==> config.mk <==
export PLATFORM = sky130hd
export DESIGN_NAME = mont_exp_ctrl
export DESIGN_NICKNAME = d
export VERILOG_FILES = /design/src/rtl/mont_exp_ctrl.sv
export SDC_FILE = /design/constraint.sdc
export NUM_CORES = 1
export LEC_CHECK = 0
export CAP_MARGIN = 10
export CELL_PAD_IN_SITES_DETAIL_PLACEMENT = 1
export CELL_PAD_IN_SITES_GLOBAL_PLACEMENT = 1
export CORE_ASPECT_RATIO = 0.7
export CORE_MARGIN = 2
export CORE_UTILIZATION = 35
export DETAILED_ROUTE_END_ITERATION = 8
export DONT_BUFFER_PORTS = 1
export PLACE_DENSITY_LB_ADDON = 0.25
export SYNTH_ARGS = -nofsm -noshare
export SYNTH_HDL_FRONTEND = slang
export SYNTH_SLANG_ARGS = --single-unit
==> constraint.sdc <==
create_clock -name clk -period 19.76 [get_ports clk]
set_clock_uncertainty 0.05 [all_clocks]
set_input_delay 4.94 -clock clk [delete_from_list [all_inputs] [get_ports clk]]
set_output_delay 4.94 -clock clk [all_outputs]
set_load 0.005 [all_outputs]
==> src/rtl/mont_exp_ctrl.sv <==
// mont_exp_ctrl: left-to-right square-and-multiply sequencer for an external
// Montgomery multiplier (product = A*B*R^-1 mod M, R = 2^BITS).
// Every exponent bit is processed. Each multiplier op is preceded by two idle
// GAP cycles with mm_go low, which lets the multiplier clear its done flag.
// Build option: define MONT_FINAL_CONVERT_EN to append one MM(acc, 1) op so the
// result leaves the Montgomery domain. Without it, result = X^E*R mod M.
module mont_exp_ctrl #(
   parameter int BITS = 64
) (
   input  logic            clk,
   input  logic            rst,
   input  logic            start,
   input  logic [BITS-1:0] x_bar,
   input  logic [BITS-1:0] one_bar,
   input  logic [BITS-1:0] e,
   input  logic [BITS-1:0] m,
   output logic            busy,
   output logic            done,
   output logic [BITS-1:0] result,
   output logic [BITS-1:0] mm_a,
   output logic [BITS-1:0] mm_b,
   output logic [BITS-1:0] mm_m,
   output logic            mm_go,
   input  logic            mm_done,
   input  logic [BITS-1:0] mm_s
);

   localparam int IW = (BITS > 1) ? $clog2(BITS) : 1;
   localparam logic [IW-1:0]   IDX_TOP = IW'(BITS - 1);
   localparam logic [IW-1:0]   IDX_ONE = IW'(1);
   localparam logic [BITS-1:0] MM_ONE  = {{(BITS-1){1'b0}}, 1'b1};

   typedef enum logic [2:0] {
      IDLE   = 3'd0,
      GAP    = 3'd1,
      SQ_RUN = 3'd2,
      MU_RUN = 3'd3,
      CV_RUN = 3'd4,
      FIN    = 3'd5
   } state_t;

   typedef enum logic [1:0] {
      OP_SQ = 2'd0,
      OP_MU = 2'd1,
      OP_CV = 2'd2
   } op_t;

   // Where the sequence goes once the last exponent bit is finished.
`ifdef MONT_FINAL_CONVERT_EN
   localparam state_t END_STATE = GAP;
`else
   localparam state_t END_STATE = FIN;
`endif

   // Registered state
   state_t          r_state;
   op_t             r_gap_op;
   logic            r_gap_cnt;
   logic [IW-1:0]   r_idx;
   logic [BITS-1:0] r_acc;
   logic [BITS-1:0] r_x;
   logic [BITS-1:0] r_e;
   logic [BITS-1:0] r_m;
   logic            r_busy;
   logic            r_done;
   logic            r_go;
   logic [BITS-1:0] r_a;
   logic [BITS-1:0] r_b;
   logic [BITS-1:0] r_result;

   // Next-state values
   state_t          w_state_nxt;
   op_t             w_gap_op_nxt;
   logic            w_gap_cnt_nxt;
   logic [IW-1:0]   w_idx_nxt;
   logic [BITS-1:0] w_acc_nxt;
   logic [BITS-1:0] w_a_nxt;
   logic [BITS-1:0] w_b_nxt;
   logic            w_latch;
   logic            w_run_nxt;

   assign busy   = r_busy;
   assign done   = r_done;
   assign result = r_result;
   assign mm_a   = r_a;
   assign mm_b   = r_b;
   assign mm_m   = r_m;
   assign mm_go  = r_go;

   assign w_run_nxt = (w_state_nxt == SQ_RUN) || (w_state_nxt == MU_RUN) ||
                      (w_state_nxt == CV_RUN);

   // FSM state register.
   always_ff @(posedge clk or posedge rst) begin
      if (rst) begin
         r_state <= IDLE;
      end else begin
         r_state <= w_state_nxt;
      end
   end

   // Next-state decode plus accumulator/index/operand updates.
   always_comb begin
      w_state_nxt   = r_state;
      w_gap_op_nxt  = r_gap_op;
      w_gap_cnt_nxt = r_gap_cnt;
      w_idx_nxt     = r_idx;
      w_acc_nxt     = r_acc;
      w_a_nxt       = r_a;
      w_b_nxt       = r_b;
      w_latch       = 1'b0;
      case (r_state)
         IDLE: begin
            if (start) begin
               w_state_nxt   = GAP;
               w_gap_op_nxt  = OP_SQ;
               w_gap_cnt_nxt = 1'b0;
               w_idx_nxt     = IDX_TOP;
               w_acc_nxt     = one_bar;
               w_latch       = 1'b1;
            end else begin
               w_state_nxt = IDLE;
            end
         end
         GAP: begin
            if (r_gap_cnt) begin
               // Second idle cycle: present operands and launch the op.
               w_gap_cnt_nxt = 1'b0;
               w_a_nxt       = r_acc;
               case (r_gap_op)
                  OP_MU: begin
                     w_state_nxt = MU_RUN;
                     w_b_nxt     = r_x;
                  end
                  OP_CV: begin
                     w_state_nxt = CV_RUN;
                     w_b_nxt     = MM_ONE;
                  end
                  default: begin
                     w_state_nxt = SQ_RUN;
                     w_b_nxt     = r_acc;
                  end
               endcase
            end else begin
               w_gap_cnt_nxt = 1'b1;
            end
         end
         SQ_RUN: begin
            if (mm_done) begin
               w_acc_nxt     = mm_s;
               w_gap_cnt_nxt = 1'b0;
               if (r_e[r_idx]) begin
                  w_state_nxt  = GAP;
                  w_gap_op_nxt = OP_MU;
               end else if (r_idx == '0) begin
                  w_state_nxt  = END_STATE;
                  w_gap_op_nxt = OP_CV;
               end else begin
                  w_state_nxt  = GAP;
                  w_gap_op_nxt = OP_SQ;
                  w_idx_nxt    = r_idx - IDX_ONE;
               end
            end else begin
               w_state_nxt = SQ_RUN;
            end
         end
         MU_RUN: begin
            if (mm_done) begin
               w_acc_nxt     = mm_s;
               w_gap_cnt_nxt = 1'b0;
               if (r_idx == '0) begin
                  w_state_nxt  = END_STATE;
                  w_gap_op_nxt = OP_CV;
               end else begin
                  w_state_nxt  = GAP;
                  w_gap_op_nxt = OP_SQ;
                  w_idx_nxt    = r_idx - IDX_ONE;
               end
            end else begin
               w_state_nxt = MU_RUN;
            end
         end
         CV_RUN: begin
            if (mm_done) begin
               w_acc_nxt   = mm_s;
               w_state_nxt = FIN;
            end else begin
               w_state_nxt = CV_RUN;
            end
         end
         FIN: begin
            w_state_nxt = IDLE;
         end
         default: begin
            w_state_nxt = IDLE;
         end
      endcase
   end

   // Datapath registers: latched operands, accumulator, bit index, gap tracking.
   always_ff @(posedge clk or posedge rst) begin
      if (rst) begin
         r_gap_op  <= OP_SQ;
         r_gap_cnt <= 1'b0;
         r_idx     <= IDX_TOP;
         r_acc     <= '0;
         r_x       <= '0;
         r_e       <= '0;
         r_m       <= '0;
         r_a       <= '0;
         r_b       <= '0;
      end else begin
         r_gap_op  <= w_gap_op_nxt;
         r_gap_cnt <= w_gap_cnt_nxt;
         r_idx     <= w_idx_nxt;
         r_acc     <= w_acc_nxt;
         r_a       <= w_a_nxt;
         r_b       <= w_b_nxt;
         if (w_latch) begin
            r_x <= x_bar;
            r_e <= e;
            r_m <= m;
         end
      end
   end

   // Registered status outputs derived from the upcoming state.
   always_ff @(posedge clk or posedge rst) begin
      if (rst) begin
         r_busy   <= 1'b0;
         r_done   <= 1'b0;
         r_go     <= 1'b0;
         r_result <= '0;
      end else begin
         r_busy <= (w_state_nxt != IDLE);
         r_done <= (w_state_nxt == FIN);
         r_go   <= w_run_nxt;
         if (w_state_nxt == FIN) begin
            r_result <= w_acc_nxt;
         end
      end
   end

endmodule

==> metrics.yaml, run 1 <==
global_route:
  grt-ovfl-total: 0
  grt_pass1_wl_um: 95500
  antenna_found_initial: 8
  grt_util_all_layers_pct: 21.7
  grt_pass1_vias: 15000
  grt_max_degree: 201
synthesis:
  synth_enable_flop_cells: 0
  synthTopCellsByArea: "dfrtp_1 59%, nand2_1 15%, mux2_2 4.7%, mux2_4 3.8%, a21oi_1 3.5%"
  seq_area_frac_synth_pct: 60.0
  async_flop_share_pct: 100
  synth_area_mm2: 0.0193
  syn_area_per_cell_um2: 9.89
  yosysWarnings: 0
  synthFlopType: "dfrtp_1"
  netlist-cell-type-count: 42
  netlist_instances: 1953
  synth_top_area_share_pct: 59.2
  synth_fp_nets: 2282
  synth.largest_area_cell: "dfrtp_1"
  ys_seq_elements: 463
setup_path:
  worst-path-buf-inv: 4
  worstPathCellList: "inv_8 -> buf_4 -> buf_4 -> buf_4"
  crit_path_max_incr_delay_ns: 0.82
  critPathArrivalTime_ns: 7.85
  crit_fanout: 96
  path_delay_family: "buffers and inverters"
  path_class: "in -> async"
  rr_worst_depth: 8
  cpMaxStageDelayCell: "buf_4"
  cp.depth: 4
  startpoint_type: "input pin"
  cp_common_cell: "buf_4"
  end_kind: "asynchronous set/reset pin"
  required_ns: 20.35
timing:
  rsz0062_at_grt: "false"
  slew_headroom_pct: 27.2
  fin_hold_ws_ns: 0.420
  fin_crit_ns: 7.26
  hold_viol_final: 0
  setup_tns_ns: 0
  setup_viol: 0
  fmax_ghz: 0.138
  drv_slew: 0
  post-route-period-util_pct: 36.7
  tightest_slew_ns: 1.09
floorplanning:
  start_util_pct: 35.2
  fp.dieArea_mm2: 0.0571
  coreArea_mm2: 0.0549
  core.rowCount: 72
  io_pins: 583
  die_h_um: 201
  die_w_um: 285
cts:
  htreeDepth: 2
  cts_resized: 0
  clock_path_buffers: 3
  postCtsSetupBuffers: 0
  cts_hold_buf: 0
  cts_made_buffers: 47
  cts_root_buf: "clkbuf_16"
  cts.clk_slew.worst_paths_ns: 0.06
  clk_latency_ns: 0.57
  clock-sinks: 463
  cts_tree: "done"
cells_and_area:
  final_common_cell: "nand2_1"
  mostFrequentLayoutCells: "784 x nand2_1, 457 x dfrtp_1, 139 x nor2_1"
  design_area_mm2: 0.0215
  final_core_util_pct: 39.2
  drive_above_1_share_pct: 12.6
  area_growth_pct: 11.3
  nNetsFinal: 2222
power:
  power_uw: 3730
  seqPwrFrac_pct: 47.7
  switching_share_pct: 38.1
  peakVddDrop_v: 0.0000759
  p_leak_uw: 0.0105
  power.density_mw_per_mm2: 174
  clkPwrFrac_pct: 24.7
  share_comb_of_total_power_pct: 27.7
  p_sw_uw: 1420
  p_int_uw: 2310
route:
  detail_route.wl_per_cell_um: 23.4
  routed-via-count: 13800
  drc: 0
  ant_nets: 0
  drtIter0Drc: 848
  avgViaCountPerCell: 5.15
  dr.pass1.iters: 5
  wirelength_um: 62600
placed_design:
  hpwl_um: 42900
  io_buffer_count: 0
  gp_congestion: 0.851
  place_area_mm2: 0.0199
flow_run:
  maxCapViolCount: 0
worst_hold_path:
  worst_hold_path.num_cells: 2
  min_path_type: "reg -> reg"
status:
  status: "finished clean"
==> layout make-up <==
class | instances | area (um^2)
Antenna cell | 7 | 17.5
Clock buffer | 68 | 1370
Clock inverter | 17 | 206
Fill cell | 6098 | 33400
Inverter | 10 | 45.0
Multi-Input combinational cell | 1354 | 7210
Sequential cell | 463 | 11600
Tap cell | 740 | 926
Timing Repair Buffer | 17 | 140
==> cells in the mapped netlist, drive strengths merged (2+ instances only) <==
| cell | count |
|---|---|
| a22oi | 72 |
| and3 | 2 |
| dfstp | 6 |
| and2 | 2 |
| dfrtp | 457 |
| or3 | 4 |
| nor2 | 140 |
| a21oi | 134 |
| clkbuf | 101 |
| a31oi | 4 |
| mux2 | 129 |
| nand2 | 785 |
| a21o | 4 |
| mux4 | 6 |
| o21ai | 5 |
| buf | 25 |
| ha | 5 |
| nand3 | 8 |
| mux2i | 27 |
| nor2b | 7 |
| nor3 | 5 |
| inv | 10 |
==> power groups by stage <==
| stage | Sequential (uW) | Combinational [uW] | Clock [uW] |
|---|---|---|---|
| 5_1_grt | 1830 | 1180 | 983 |
| 6_report | 1780 | 1030 | 921 |
| 2_1_floorplan | 1590 | 828 | 0 |
| 4_1_cts | 1790 | 1050 | 946 |
| 3_3_place_gp | 1790 | 993 | 0 |
| 3_5_place_dp | 1800 | 1040 | 0 |
==> path summary, 6_finish.rpt <==
| kind | startpoint | end | slack (ns) |
|---|---|---|---|
| max | rst | r_acc[55] | 12.50 |
| min | r_e[55] | r_e[55] | 0.42 |
| max reg2reg | r_idx[1] | result[50] | 15.14 |
| min reg2reg | r_e[55] | r_e[55] | 0.42 |
| max in group clk | start | result[46] | 12.68 |
| min in group asynchronous | rst | r_acc[14] | 4.26 |
==> kinds of logic after synthesis <==
family	Yosys count	synth area share, %
flip-flops	463	60.0
multiplexers	162	10.6
AO/OA/AOI/OAI	229	7.14
adder cells (fa/ha/maj)	5	0.324
AND/OR/NAND/NOR	958	19.0
buffers and inverters	136	2.99
==> tightest hold or removal path: stages (launching register included) <==
cell	delay [ns]
dfrtp_1	0.34
nand2_1	0.05
nand2_1	0.05
==> per-layer routing <==
metal	up-vias	routed length (um)	GRT usage [%]
met1	7034	27400	28.6
met2	416	28700	33.9
li1	6231	-	-
met3	106	4550	6.53
met4	2	2010	7.74
met5	-	14	0
==> stage by stage <==
stage | worst slack (ns) | std cells
2_1_floorplan | 1.87 | 1953
3_3_place_gp | 11.85 | 2584
3_5_place_dp | 11.74 | 2584
4_1_cts | 12.36 | 2669
5_1_grt | 12.06 | 2675
6_report | 12.50 | 2676
==> state kept, by name (all words and copies together), names as in the netlist, 2 cells and up <==
name	count
mm_a	64
mm_b	64
mm_m	64
r_acc	64
r_e	64
r_x	64
result	64
r_idx	6
r_state	3
r_gap_op	2
No activity file was read; power rests on OpenSTA's default activity.
==> run 2, diff against run 1 <==
==> constraint.sdc (replaced) <==
create_clock -name clk -period 6.4 [get_ports clk]
set_clock_uncertainty 0.05 [all_clocks]
set_input_delay 1.6 -clock clk [delete_from_list [all_inputs] [get_ports clk]]
set_output_delay 1.6 -clock clk [all_outputs]
set_load 0.005 [all_outputs]
==> run 2 against run 1 <==
Compared with the run above: global-route usage is essentially flat; cell count fell by 0.11%; combinational power rose to 3.1 times the previous value; clock-buffer cell count decreased by 1; setup slack got worse by 10 ns; largest cell class unchanged; non-clock buffer count is 2 higher; sequential power rose to 3.1 times the previous value; die area unchanged; first-iteration DRC count increased by 1.9%.
==> metrics.yaml, run 2 (synthesis gave the netlist of run 1 again) <==
power:
  clkPwrFrac_pct: 24.0  # -0.7 points
  share_comb_of_total_power_pct: 27.7  # about the same
  seqPwrFrac_pct: 48.3  # +0.6 points
  peakVddDrop_v: 0.000227  # +200%
  p_leak_uw: 0.0105  # -0.32%
  p_sw_uw: 4350  # +210%
  p_int_uw: 7080  # +210%
  power.density_mw_per_mm2: 532  # +210%
  switching_share_pct: 38.1  # about the same
  power_uw: 11400  # +210%
setup_path:
  crit_path_max_incr_delay_ns: 0.95  # +0.13 ns
  path_class: "reg -> reg"
  worst-path-buf-inv: 1  # -3
  path_delay_family: "multiplexers"
  worstPathCellList: "mux2i_1 -> mux4_2 -> a21o_1 -> a211oi_1 -> o31a_1 -> or3b_4 -> buf_4 -> mux2_2"
  required_ns: 6.80  # -13.55 ns
  cpMaxStageDelayCell: "dfstp_2"
  end_kind: "flop"
  critPathArrivalTime_ns: 4.55  # -3.30 ns
  crit_fanout: 24  # -75%
  startpoint_type: "flop"
global_route:
  grt_max_degree: 192  # -4.5%
  antenna_found_initial: 5  # -3
  grt-ovfl-total: 0  # unchanged
  grt_util_all_layers_pct: 21.7  # about the same
  grt_pass1_wl_um: 95700  # +0.17%
  grt_pass1_vias: 15000  # -0.32%
cells_and_area:
  design_area_mm2: 0.0215  # about the same
  area_growth_pct: 11.2  # about the same
  mostFrequentLayoutCells: "784 x nand2_1, 457 x dfrtp_1, 139 x nor2_1"
  final_common_cell: "nand2_1"
  drive_above_1_share_pct: 12.5  # -0.16 points
  nNetsFinal: 2224  # +0.090%
timing:
  fin_crit_ns: 4.16
  post-route-period-util_pct: 64.9
  setup_tns_ns: 0  # unchanged
  setup_viol: 0  # unchanged
  tightest_slew_ns: 1.09  # +0.00130 ns
  setup_ws_ns: 2.24  # -10.26 ns
  hold_viol_final: 0  # unchanged
  drv_slew: 0  # unchanged
  slew_headroom_pct: 27.1  # -0.086 points
  rsz0062_at_grt: "false"
  fmax_ghz: 0.241
route:
  drc: 0  # unchanged
  ant_nets: 0  # unchanged
  drtIter0Drc: 864  # +1.9%
  wirelength_um: 62400  # -0.39%
  dr.pass1.iters: 4  # -1
  detail_route.wl_per_cell_um: 23.3  # -0.27%
  routed-via-count: 13900  # +0.50%
  avgViaCountPerCell: 5.18  # +0.61%
placed_design:
  io_buffer_count: 0  # unchanged
  hpwl_um: 43100  # +0.45%
  place_area_mm2: 0.0200  # +0.31%
  pre_cts_ws_ns: 2.22  # -9.52 ns
  gp_congestion: 0.830  # -2.4%
floorplanning:
  die_w_um: 285  # unchanged
  coreArea_mm2: 0.0549  # unchanged
  die_h_um: 201  # unchanged
  core.rowCount: 72  # unchanged
  io_pins: 583  # unchanged
  start_util_pct: 35.2  # unchanged
  fp.dieArea_mm2: 0.0571  # unchanged
status:
  status: "finished clean"
cts:
  clock-sinks: 463  # unchanged
  clk_latency_ns: 0.56  # about the same
  cts_made_buffers: 47  # unchanged
  htreeDepth: 2  # unchanged
  cts_resized: 0  # unchanged
  cts_root_buf: "clkbuf_16"
  cts_tree: "done"
  cts_hold_buf: 0  # unchanged
  postCtsSetupBuffers: 0  # unchanged
  clock_path_buffers: 3  # unchanged
  cts.clk_slew.worst_paths_ns: 0.07  # about the same
worst_hold_path:
  min_path_type: "reg -> reg"
flow_run:
  maxCapViolCount: 0  # unchanged
[run 2: cell types whose count changed in the layout (fill, tap and decap cells not counted), sizes merged]
cell and change:
inv -2, clkinvlp +5, diode -4, buf +2, clkbuf -1, clkinv -3
[run 2: area by class of cell]
cell class	count	area [um^2]
diodes	3	7.51
clock buffers	67	1300
clock inverters	17	201
fillers	6091	33400
inverters	10	41.3
multi-input cells	1354	7210
flip-flops and latches	463	11600
well taps	740	926
repair buffers	19	205
[run 2: path summary, 6_finish.rpt]
check | startpoint | endpoint | slack (ns) | cells past startpoint
worst max register to register | r_idx[1] | result[54] | 2.24 | 8
worst max-delay path | r_idx[1] | result[54] | 2.24 | 8
max in group asynchronous | rst | r_e[9] | 3.79 | 3
min in group asynchronous | rst | mm_a[13] | 1.01 | 1
worst min register to register | r_e[63] | r_e[63] | 0.42 | 2
worst min-delay path | r_e[63] | r_e[63] | 0.42 | 2
[run 2: tightest hold or removal path: cells and delay by family, from the launching register on]
family           cells  cell delay (ns)
flip-flops           1             0.34
AND/OR/NAND/NOR      2             0.10
[run 2: per-layer routing]
metal / track usage [%] / wire length [um] / vias up
li1: - / - / 6233
met1: 28.5 / 27000 / 7143
met2: 34.7 / 29400 / 387
met3: 6.39 / 4340 / 95
met4: 6.67 / 1610 / 0
met5: 0 / 0 / -
[run 2: per-stage QoR]
stage / hold slack (ns) / util (%) / cells
finish: 0.421 / 39.2 / 2673
global route: 0.452 / 39.2 / 2672
CTS: 0.427 / 39.2 / 2670
detailed placement: 0.412 / 36.4 / 2586
global placement: 0.407 / 36.4 / 2586
floorplan: 0.390 / - / 1953
[run 2: power by group through the flow]
stage / clock network (uW) / logic, uW / registers [uW]
2_1_floorplan: 0 / 2560 / 4920
3_5_place_dp: 0 / 3220 / 5570
4_1_cts: 2830 / 3230 / 5550
5_1_grt: 2950 / 3630 / 5690
6_report: 2750 / 3160 / 5520
3_3_place_gp: 0 / 3040 / 5550
==> run 3, diff against run 2 <==
==> constraint.sdc (replaced) <==
create_clock -name clk -period 3.7 [get_ports clk]
set_clock_uncertainty 0.05 [all_clocks]
set_input_delay 0.925 -clock clk [delete_from_list [all_inputs] [get_ports clk]]
set_output_delay 0.925 -clock clk [all_outputs]
set_load 0.005 [all_outputs]
==> run 3 against run 2 <==
Compared with the run above: combinational power increased by 79%; utilization increased by 0.53 points; final area increased by 1.4%; first-iteration DRC count decreased by 2.9%; global-route usage increased by 0.44 points; largest power group unchanged.
==> metrics.yaml, run 3 (synthesis gave the netlist of run 1 again) <==
cts:
  cts_made_buffers: 47  # unchanged
  postCtsSetupBuffers: 0  # unchanged
  cts.clk_slew.worst_paths_ns: 0.06  # about the same
  clock_path_buffers: 3  # unchanged
  clk_latency_ns: 0.57  # about the same
  cts_hold_buf: 0  # unchanged
  clock-sinks: 463  # unchanged
  cts_resized: 0  # unchanged
  htreeDepth: 2  # unchanged
  cts_root_buf: "clkbuf_16"
  cts_tree: "done"
route:
  drc: 0  # unchanged
  dr.pass1.iters: 5  # +1
  drtIter0Drc: 839  # -2.9%
  wirelength_um: 63600  # +2.0%
  routed-via-count: 14000  # +0.92%
  detail_route.wl_per_cell_um: 23.6  # +1.2%
  avgViaCountPerCell: 5.19  # +0.17%
  ant_nets: 0  # unchanged
cells_and_area:
  design_area_mm2: 0.0218  # +1.4%
  final_common_cell: "nand2_1"
  fin_cells: 2693  # +0.75%
  mostFrequentLayoutCells: "784 x nand2_1, 457 x dfrtp_1, 139 x nor2_1"
  area_growth_pct: 12.7
  fill_cells: 6107  # +0.26%
  final_core_util_pct: 39.7  # +0.53 points
  nNetsFinal: 2247  # +1.0%
  drive_above_1_share_pct: 13.5  # +1.1 points
setup_path:
  worstPathCellList: "buf_4 -> mux2i_1 -> mux4_2 -> nand2_1 -> o2111a_1 -> o31a_1 -> or3b_4 -> buf_4 -> mux2_4"
  end_kind: "flop"
  cp_common_cell: "buf_4"
  cpMaxStageDelayCell: "dfstp_2"
  path_delay_family: "multiplexers"
  critPathArrivalTime_ns: 3.85  # -0.70 ns
  worst-path-buf-inv: 2  # +1
  crit_path_max_incr_delay_ns: 0.78  # -0.17 ns
  startpoint_type: "flop"
  path_class: "reg -> reg"
  required_ns: 4.09  # -2.71 ns
  crit_fanout: 16  # -33%
power:
  peakVddDrop_v: 0.000381  # +68%
  p_leak_uw: 0.0107  # +1.6%
  power.density_mw_per_mm2: 920  # +73%
floorplanning:
  fp.dieArea_mm2: 0.0571  # unchanged
  start_util_pct: 35.2  # unchanged
  die_w_um: 285  # unchanged
  io_pins: 583  # unchanged
  die_h_um: 201  # unchanged
  core.rowCount: 72  # unchanged
  coreArea_mm2: 0.0549  # unchanged
global_route:
  grt_pass1_vias: 15300  # +1.9%
  grt-ovfl-total: 0  # unchanged
  grt_util_all_layers_pct: 22.2  # +0.44 points
  grt_max_degree: 144  # -25%
  grt_pass1_wl_um: 97800  # +2.3%
  antenna_found_initial: 3  # -2
placed_design:
  io_buffer_count: 0  # unchanged
  place_area_mm2: 0.0202  # +1.3%
  hpwl_um: 45100  # +4.7%
  gp_congestion: 0.850  # +2.4%
  dp_cells: 2609  # +0.89%
timing:
  post-route-period-util_pct: 93.4  # +28 points
  setup_viol: 0  # unchanged
  drv_slew: 0  # unchanged
  rsz0062_at_grt: "false"
  fmax_ghz: 0.289  # +20%
  hold_viol_final: 0  # unchanged
  tightest_slew_ns: 1.00  # -0.0915 ns
  slew_headroom_pct: 33.1  # +6.0 points
  fin_crit_ns: 3.46  # -0.699 ns
status:
  status: "finished clean"
worst_hold_path:
  min_path_type: "in -> async"
flow_run:
  maxCapViolCount: 0  # unchanged
run 3: worst paths after layout:
kind,cells past startpoint,slack (ns),endpoint,start
max in group asynchronous,2,2.29,r_idx[1],rst
worst min register to register,2,0.42,r_x[43],r_x[43]
worst min-delay path,1,0.40,mm_b[11],rst
worst max-delay path,9,0.24,result[14],r_idx[1]
worst max register to register,9,0.24,result[14],r_idx[1]
min in group clk,2,0.41,r_x[61],x_bar[61]
run 3: cell type report:
cell class              instances  area (um^2)  area share [%]
multi-input cells            1354         7210            33.1
flip-flops and latches        463        11600            53.2
well taps                     740          926            4.25
repair buffers                 42          465            2.14
diodes                          4         10.0          0.0460
clock inverters                15          216           0.994
clock buffers                  65         1310            6.03
inverters                      10         41.3           0.190
run 3: layer usage:
layer  global-route usage, %  vias up  share of wire, %
met3                    6.41       82               7.1
li1                        -     6275                 -
met1                    29.3     7227                43
met4                    5.53        0               2.1
met2                    35.9      401                47
met5                       0        -                 0
run 3: power breakdown:
| group | switching (uW) | total (uW) | internal [uW] |
|---|---|---|---|
| Clock | 2040 | 4860 | 2820 |
| Combinational | 3370 | 5650 | 2280 |
| Sequential | 2230 | 9540 | 7310 |
| Total | 7630 | 20000 | 12400 |
run 3: through the flow:
step / total power, uW / setup slack [ns] / setup TNS (ns) / hold WS, ns
5_1_grt: 21500 / 0.0810 / 0 / 0.375
3_5_place_dp: 15400 / 0.269 / 0 / 0.412
4_1_cts: 20300 / 0.249 / 0 / 0.365
6_report: 20000 / 0.243 / 0 / 0.404
3_3_place_gp: 15000 / 0.341 / 0 / 0.407
2_1_floorplan: 12900 / -3.54 / -1627.22 / 0.390
